`config.mk`:
```
export PLATFORM = sky130hd
export DESIGN_NAME = if_id_buf
export DESIGN_NICKNAME = d
export VERILOG_FILES = /design/src/rtl/if_id_buf_pkg.sv /design/src/rtl/if_id_buf_fifo2_reg.sv /design/src/rtl/if_id_buf.sv
export SDC_FILE = /design/constraint.sdc
export NUM_CORES = 1
export LEC_CHECK = 0
export CORE_ASPECT_RATIO = 1.1
export CORE_MARGIN = 5
export CORE_UTILIZATION = 25
export CTS_CLUSTER_DIAMETER = 200
export DETAILED_ROUTE_END_ITERATION = 10
export SYNTH_ARGS = -nofsm -noshare
export SYNTH_HDL_FRONTEND = slang
export SYNTH_SLANG_ARGS = --single-unit
export TNS_END_PERCENT = 30
```
`constraint.sdc`:
```
create_clock -name clk -period 6.6 [get_ports clk]
set_input_delay 1.32 -clock clk [delete_from_list [all_inputs] [get_ports clk]]
set_output_delay 1.32 -clock clk [all_outputs]
set_load 0.01 [all_outputs]
```
`src/rtl/if_id_buf_pkg.sv`:
```
// Shared pipeline constants and the packed IF/ID entry layout.
package if_id_buf_pkg;
    localparam int PIPE_XLEN = 32;
    localparam int DROP_W    = 8;
    localparam logic [PIPE_XLEN-1:0] NOP_INSTR = 32'h0000_0013;

    typedef struct packed {
        logic [PIPE_XLEN-1:0] instr;
        logic [PIPE_XLEN-1:0] pc;
        logic [PIPE_XLEN-1:0] pc_plus4;
    } entry_t;
endpackage

```
`src/rtl/if_id_buf_fifo2_reg.sv`:
```
// Two-entry register storage with 1-bit wrap pointers; head is read straight from storage.
// Zero-cycle read of the head, written data visible next cycle; caller gates wr/rd.
module fifo2_reg #(
    parameter int W = 96
) (
    input  logic         clk,
    input  logic         reset,
    input  logic         clr,
    input  logic         wr_en,
    input  logic         rd_en,
    input  logic [W-1:0] wr_dat,
    output logic [W-1:0] head_dat
);
    logic [W-1:0] mem [2];
    logic         wr_ptr;
    logic         rd_ptr;

    always_ff @(posedge clk) begin
        if (!reset || clr) begin
            wr_ptr <= 1'b0;
            rd_ptr <= 1'b0;
        end else begin
            if (wr_en) wr_ptr <= ~wr_ptr;
            if (rd_en) rd_ptr <= ~rd_ptr;
        end
    end

    // Storage is deliberately unreset; validity lives in the owner's count.
    always_ff @(posedge clk) begin
        if (wr_en) mem[wr_ptr] <= wr_dat;
    end

    assign head_dat = mem[rd_ptr];
endmodule

```
`src/rtl/if_id_buf.sv`:
```
// IF/ID skid buffer: 2-entry FIFO between fetch and decode, flush-aware with drop counter.
// One cycle fetch->decode latency; ReadyF drops only when full, independent of StallD.
module if_id_buf
    import if_id_buf_pkg::*;
#(
    parameter int XLEN  = PIPE_XLEN,
    parameter int DEPTH = 2
) (
    input  logic              clk,
    input  logic              reset,
    input  logic [XLEN-1:0]   InstrF,
    input  logic [XLEN-1:0]   PCF,
    input  logic [XLEN-1:0]   PCPlus4F,
    input  logic              ValidF,
    output logic              ReadyF,
    input  logic              StallD,
    input  logic              FlushD,
    output logic [XLEN-1:0]   InstrD,
    output logic [XLEN-1:0]   PCD,
    output logic [XLEN-1:0]   PCPlus4D,
    output logic              ValidD,
    output logic [DROP_W-1:0] DropCnt
);
    logic [1:0]        count;
    logic              enq;
    logic              deq;
    entry_t            wr_entry;
    entry_t            head;
    logic [DROP_W:0]   drop_sum;
    logic [DROP_W-1:0] drop_next;

    assign ReadyF = (count < 2'(DEPTH));
    assign ValidD = (count != 2'd0);
    assign enq    = ValidF && ReadyF && !FlushD;
    assign deq    = ValidD && !StallD && !FlushD;

    assign wr_entry = '{instr: InstrF, pc: PCF, pc_plus4: PCPlus4F};

    fifo2_reg #(.W($bits(entry_t))) u_fifo (
        .clk      (clk),
        .reset    (reset),
        .clr      (FlushD),
        .wr_en    (enq),
        .rd_en    (deq),
        .wr_dat   (wr_entry),
        .head_dat (head)
    );

    // Saturating accumulate of entries lost to a flush.
    assign drop_sum  = {1'b0, DropCnt} + {{(DROP_W-1){1'b0}}, count};
    assign drop_next = drop_sum[DROP_W] ? {DROP_W{1'b1}} : drop_sum[DROP_W-1:0];

    always_ff @(posedge clk) begin
        if (!reset) begin
            count   <= 2'd0;
            DropCnt <= '0;
        end else if (FlushD) begin
            count   <= 2'd0;
            DropCnt <= drop_next;
        end else begin
            case ({enq, deq})
                2'b10:   count <= count + 2'd1;
                2'b01:   count <= count - 2'd1;
                default: count <= count;
            endcase
        end
    end

    assign InstrD   = ValidD ? head.instr    : NOP_INSTR;
    assign PCD      = ValidD ? head.pc       : '0;
    assign PCPlus4D = ValidD ? head.pc_plus4 : '0;
endmodule

```
# == Word level (Yosys, flattened, before mapping) ==
# Memory sizes are Yosys's and may differ from the RTL's. A register that Yosys moved wholly into a read port is not among the register bits.
# Cells that the tools add are included.
# totals
output_inout_bits,106
mem_count,1
input_bits,101
ramBits,192
reg_bits,12
# op_classes
n_eq_ne,2
mux,9
order_cmp,1
n_addsub,3
n_reduce_logical,11
bitwise,3
# memory_table
name,depth,word_bits,rd,rd_ports_with_merged_regs,write_ports,line,source
u_fifo.mem,2,96,1,1,1,if_id_buf_fifo2_reg.sv:14,logic [W-1:0] mem [2];
# op_table
cell,count
$mux W32,3
$add A8 B2 Y9,1
$mux W8,1
$logic_and A1 B1 Y1,4
$mux W1,4
$pmux W2 S2,1
$reduce_bool A2 Y1,2
$logic_not A1 Y1,3
$not A1 Y1,3
$add A2 B1 Y2 const B,1
$eq A2 B1 Y1 const B,1
$eq A2 B2 Y1 const B,1
$lt A2 B2 Y1 const B,1
$reduce_or A2 Y1,1
$sub A2 B1 Y2 const B,1
$logic_or A1 B1 Y1,1

# == Longest topological paths before layout ==
# Gate-level depths: netlist (run 1).
# logic_depth
depth_word,5
depth_mapped,7
ltp_nobuf,6

# == Cells and area by module ==
# From an unflattened synthesis (run 1), not the netlist that was laid out.
# hier_totals
hier_cells,482
hier_area_um2,8444.3
# by_module_without_submodules
mod,area_each_um2,cells_per_inst,seq_area_each_um2,instances
fifo2_reg,7235.7,310,5825.6,1
if_id_buf,1208.7,172,200.2,1

# == Worst setup path after synthesis (run 1) ==
# Ideal clock, no wire load.
# synth_path
path_type,input port to flip-flop
startpoint,input FlushD
endpoint,memory u_fifo.mem[0][0] (enable)
required_time_ps,6049
slack_ps,203
arrival_ps,5846
path_stages,4
path_cell_list,buf_6 nor3b_1 inv_1 nor2_1
# synth_via
elab_chain_cells,4
# synth_lines
item,line,source
start: declaration,if_id_buf.sv:17,"input logic FlushD,"
$logic_not A1 Y1,if_id_buf.sv:34,assign enq = ValidF && ReadyF && !FlushD;
$logic_and A1 B1 Y1,if_id_buf.sv:34,
$mux W1,if_id_buf_fifo2_reg.sv:30,if (wr_en) mem[wr_ptr] <= wr_dat;
$mux W1 (implied by the code),if_id_buf_fifo2_reg.sv:30,
end: declaration,if_id_buf_fifo2_reg.sv:14,
# No other way between the ends.

# == Final worst setup path (run 1) ==
# layout_path
startpoint,register count[1]
endpoint,output InstrD[15]
# layout_via
elab_chain_cells,2
# layout_lines
item,line,source
start: declaration,if_id_buf.sv:24,logic [1:0] count;
start signal: assignment,if_id_buf.sv:62,2'b10: count <= count + 2'd1;
start signal: assignment,if_id_buf.sv:63,2'b01: count <= count - 2'd1;
start signal: assignment,if_id_buf.sv:64,default: count <= count;
$reduce_bool A2 Y1,if_id_buf.sv:33,assign ValidD = (count != 2'd0);
$mux W32,if_id_buf.sv:69,assign InstrD = ValidD ? head.instr : NOP_INSTR;
end: declaration,if_id_buf.sv:18,"output logic [XLEN-1:0] InstrD,"
# No other way between the ends.

==> results of run 1 <==
==> final timing paths <==
check | end | startpoint | cells past startpoint | slack [ps]
worst max-delay path | InstrD[15] | count[1]$_SDFFE_PP0P_ | 4 | 2460
worst min-delay path | register | u_fifo.rd_ptr$_SDFFE_PP0P_ | 2 | 510
worst min register to register | register | u_fifo.rd_ptr$_SDFFE_PP0P_ | 2 | 510
worst max register to register | u_fifo.mem[1][95]$_DFFE_PP_ | count[1]$_SDFFE_PP0P_ | 3 | 4010
==> registers in the layout (all words and copies together) (netlist names), named ones only <==
name / cells
u_fifo.mem: 192
DropCnt: 8
count: 2
u_fifo.rd_ptr: 1
u_fifo.wr_ptr: 1
==> power by group <==
group          internal, mW  leakage [nW]  switching (mW)
sequential             1.46          1.87         0.00958
clock                 0.752         0.349           0.472
combinational         0.105          1.27          0.0862
==> Yosys cell counts, types with 2 or more instances <==
cell,number,share of area (%)
nand2_1,7,0.33
xnor2_1,2,0.22
nor3_1,2,0.13
buf_6,6,0.86
nor2_1,96,4.6
a21oi_1,8,0.51
edfxtp_1,192,73
clkbuf_1,4,0.19
mux2i_1,97,12
ha_1,3,0.48
nand3_1,2,0.13
o21ai_0,6,0.38
inv_1,7,0.33
or3_1,4,0.32
a31oi_1,2,0.16
dfxtp_1,13,3.3
buf_2,13,0.82
==> cell type report <==
type / count / area [um^2]
Fill cell: 3023 / 20190
Sequential cell: 205 / 6030
Timing Repair Buffer: 212 / 2120
Multi-Input combinational cell: 245 / 1700
Clock buffer: 30 / 601.8
Tap cell: 420 / 525.5
Clock inverter: 8 / 112.6
Inverter: 7 / 26.28
==> through the flow <==
step | setup WS [ps] | total power, mW | utilization, %
after floorplan | 202.8 | 1.567 | -
after global placement | 2346 | 1.689 | 33.22
after detailed placement | 2378 | 1.693 | 33.22
after CTS | 2361 | 2.931 | 35.50
after global routing | 2236 | 2.998 | 35.50
final | 2458 | 2.885 | 35.50
==> metal layers <==
metal  vias up  GRT usage (%)
met2       166          16.61
met1      2184          12.40
li1       2214              -
met3        29          3.562
met4         2          2.314
met5         -              0
==> kinds of logic (layout without fill, tap and decap cells) <==
family,after synthesis,count (layout),share of synthesized area [%]
mux,97,97,12.30
simple gates,121,121,6.437
xor+xnor,3,3,0.3330
compound gates,20,20,1.554
flops,205,205,76.35
buf+inv,31,257,2.299
fa+ha+maj,4,4,0.7293
==> critical path, delay by kind of cell, from the launching register on <==
kind	cells	cell delay, ps
and+or+nand+nor	2	1020
buffers and inverters	2	860
DFF	1	380
==> cells in the final DEF, fill, tap and decap left out, drive strengths merged <==
cell type and n:
clkdlybuf4s50 206, edfxtp 192, mux2i 97, nor2 97
clkbuf 30, dfxtp 13, a21oi 8, inv 7
nand2 7, o21ai 6, buf 6, clkinv 5
or3 4, ha 3, bufinv 3, nor3 2
a31oi 2, nand3 2, xnor2 2, nand4 2
o311a 2, nor3b 1, and2 1, nand2b 1
and3 1, and3b 1, and4b 1, nor2b 1
xor2 1, a41o 1, o31ai 1, fa 1
==> results.md, run 1 <==
* Crit end category: output port
* Routed wl met3 at 1523 um
* Routed length on met2 at 8672 um
* Post-CTS Setup Bufs at 0
* Nets@finish at 798
* Layout cells sized above 1 at 5.941%
* Final Skew at 15.06 ps
* Seq/Total Area, Yosys at 76.35%
* Num CTS Buffers at 22
* Vias in the first global route at 4844
* Area post-placement at 10400 um^2
* DP Cell Count at 1089
* Maxcap violations at 0
* Post-Route Setup TNS at 0 ps
* Yosys reg bits at 205
* RSZ-0062 raised after global routing: false
* Slew Viols, Final at 0
* Cell at the root of the clock tree: clkbuf_16
* Die ar. at 35230 um^2
* Tmin final at 4142 ps
* First-pass GRT wire length at 28030 um
* CP max stage delay at 910 ps
* Top Metal Used: met5
* Gp weighted congestion at 0.7337
* Critical path, cell by cell: nor2_4 -> buf_12 -> nor2_1 -> clkdlybuf4s50_1
* Clock-pin slew on the worst setup and hold paths at 60 ps
* CTS tree: built
* Syn Nets at 586
* Max FO, Critical Path at 54
* Part of the cycle the worst path needs at 62.76%
* Core area at 31310 um^2
* Synth cell types at 34
* Post-route DRC at 0
* Number of synthesized flops with an enable pin at 192
* Routed length per instance at 16.31 um
* Leakage power total at 3.489 nW
* Vias per cell at 4.077
* Critical path class: register to output port
* Hold-fix buffers, CTS at 0
* Later-pin clock latency in the skew report at 500 ps
* Antenna cells at 0
* Finished Layout Cells at 1127
* Routed metal-1 wire length at 7849 um
* Post-Syn Area at 7893 um^2
* Initial antenna violation count at 1
* Worst Tran Pin Value at 1151 ps
* GRT Total Usage at 9.919%
* Largest net degree at the start of global routing at 66
* Syn Inst Count at 481
* Syn Area/Cell at 16.41 um^2
* CTS Buffer Depth at 3
* Post-DP HPWL at 11910 um
* Die Wd at 179.4 um
* Total number of vias at 4595
* Slowest-stage cell, CP: nor2_4
* Post-CTS resize count at 0
* Critical Path RT at 5280 ps
* Syn-to-layout area delta at 40.84%
* Main synth FF type: edfxtp_1
* Io pins at 207
* # setup viols final at 0
* Initial DRC count at 218
* H-tree levels at 1
* Grt total ovfl at 0
* WHS at 506.4 ps
* Port Buf Inserts at 206
* Worst Setup Start Kind: register
* Final instance area at 11120 um^2
* Fmax at 241.4 MHz
* P per Cell Area at 259.6 nW/um^2
* Post-Route WL at 18380 um
* Worst relative slew slack at 23.07%
* Worst Path Arrival at 2820 ps
* DR pass1 iterations at 5
* TritonCTS sink count at 205
* Initial Util at 25.21%
* Status: complete, no violations
* Final Hold Fails at 0
* VDD IR max at 0.1575 mV
* Die H at 196.4 um
* Syn. warnings at 0
* Cell Rows at 68
* Ys async rst share at 0%
* Final ANT Viol Nets at 0
* Hold WC Path Type: register to register
(Power assumes the default switching activity.)
==> run 2, diff against run 1 <==
clock period = 3.35 ns   (was 6.6 ns; I/O delays follow)
==> results.md, run 2 (synthesis gave the netlist of run 1 again) <==
* Largest Register: u_fifo.mem
* Nets@finish at 804
* # setup viols final at 0
* Final ANT Viol Nets at 0
* Tmin final at 2962 ps
* Initial DRC count at 160
* Initial antenna violation count at 0
* Crit end category: output port
* Worst Path Arrival at 2290 ps
* Post-Route Setup TNS at 0 ps
* CTS tree: built
* TritonCTS sink count at 205
* Multi-input gate area at 1700 um^2
* First-pass GRT wire length at 27390 um
* Worst relative slew slack at 65.13%
* Hold WC Path Type: register to register
* Final instance area at 11290 um^2
* Port Buf Inserts at 206
* Routed length per instance at 15.42 um
* VDD IR max at 0.2881 mV
* Core area at 31310 um^2
* Status: complete, no violations
* Fin util at 36.07%
* Total number of vias at 4614
* Post-DP HPWL at 11680 um
* Area post-placement at 10500 um^2
* Post-Route WL at 17500 um
* Min setup slack post-route at 387.6 ps
* Die H at 196.4 um
* GRT Total Usage at 9.532%
* Hold-fix buffers, CTS at 0
* RSZ-0062 raised after global routing: false
* Top flop regs: u_fifo.mem (192), DropCnt (8), count (2)
* Initial Util at 25.21%
* CTS Buffer Depth at 3
* Later-pin clock latency in the skew report at 500 ps
* Io pins at 207
* Register area at 6030 um^2
* Pwr Total at 5.884 mW
* WHS at 499.9 ps
* Cell Rows at 68
* Clock-pin slew on the worst setup and hold paths at 50 ps
* DP Cell Count at 1094
* Fmax at 337.6 MHz
* DR pass1 iterations at 4
* Max reg flops at 192
* Antenna cells at 0
* Post-CTS Setup Bufs at 0
* Worst slack at placement at 425.4 ps
* H-tree levels at 1
* Fillers at 3045
* Vias in the first global route at 4910
* Layout cells sized above 1 at 7.273%
* Die Wd at 179.4 um
* Max FO, Critical Path at 28
* P per Cell Area at 521.1 nW/um^2
* R2R Setup Slk at 1350 ps
* Final Skew at 12.60 ps
* Maxcap violations at 0
* Most frequent cells in the layout: 206 x clkdlybuf4s50_1, 192 x edfxtp_1, 97 x mux2i_1, 95 x nor2_1, 23 x clkbuf_16
* Largest net degree at the start of global routing at 59
* Worst Tran Pin Value at 523.0 ps
* Finished Layout Cells at 1135
* Die ar. at 35230 um^2
* Cell at the root of the clock tree: clkbuf_16
* Post-CTS resize count at 0
* Slew Viols, Final at 0
* Post-route DRC at 0
* Syn-to-layout area delta at 43.07%
* Num CTS Buffers at 23
* Most common cell after layout, fill and taps aside: clkdlybuf4s50_1
* Final Hold Fails at 0
* Leakage power total at 3.560 nW
* Vias per cell at 4.065
* Critical path class: register to output port
* Part of the cycle the worst path needs at 88.43%
* Grt total ovfl at 0
* Gp weighted congestion at 0.7268
* Critical Path RT at 2680 ps
* Worst Setup Start Kind: register
run 2: power breakdown:
group | total (mW) | internal, mW | switching, mW
sequential | 2.90 | 2.88 | 0.0184
combinational | 0.381 | 0.212 | 0.169
clock | 2.61 | 1.64 | 0.968
total | 5.88 | 4.73 | 1.16
run 2: path summary, 6_finish.rpt:
path / startpoint / to / cells after the start
max: register / InstrD[15] / 4
min: u_fifo.rd_ptr$_SDFFE_PP0P_ / register / 2
max reg2reg: count[0]$_SDFFE_PP0P_ / DropCnt[6]$_SDFFE_PN0P_ / 6
min reg2reg: u_fifo.rd_ptr$_SDFFE_PP0P_ / register / 2
run 2: worst max-delay path, stage by stage, from the launching register on:
cell             delay [ps]
dfxtp_4                 630
buf_12                  290
mux2i_1                 100
nor2_1                  170
clkdlybuf4s50_1         570
run 2: final cells by class:
class / count / share of cell area, %
timing repair buffer: 217 / 19.66
clock inverter: 15 / 1.806
inverter: 7 / 0.2327
sequential: 205 / 53.40
tap: 420 / 4.654
clock buffer: 26 / 5.197
multi-input combinational: 245 / 15.06
run 2: per-layer routing:
| layer | global-route usage (%) | vias up | routed length, um |
|---|---|---|---|
| met1 | 12.11 | 2206 | 7661 |
| met3 | 3.156 | 31 | 1311 |
| met4 | 2.568 | 0 | 367 |
| li1 | - | 2219 | - |
| met2 | 15.77 | 158 | 8163 |
| met5 | 0 | - | 0 |
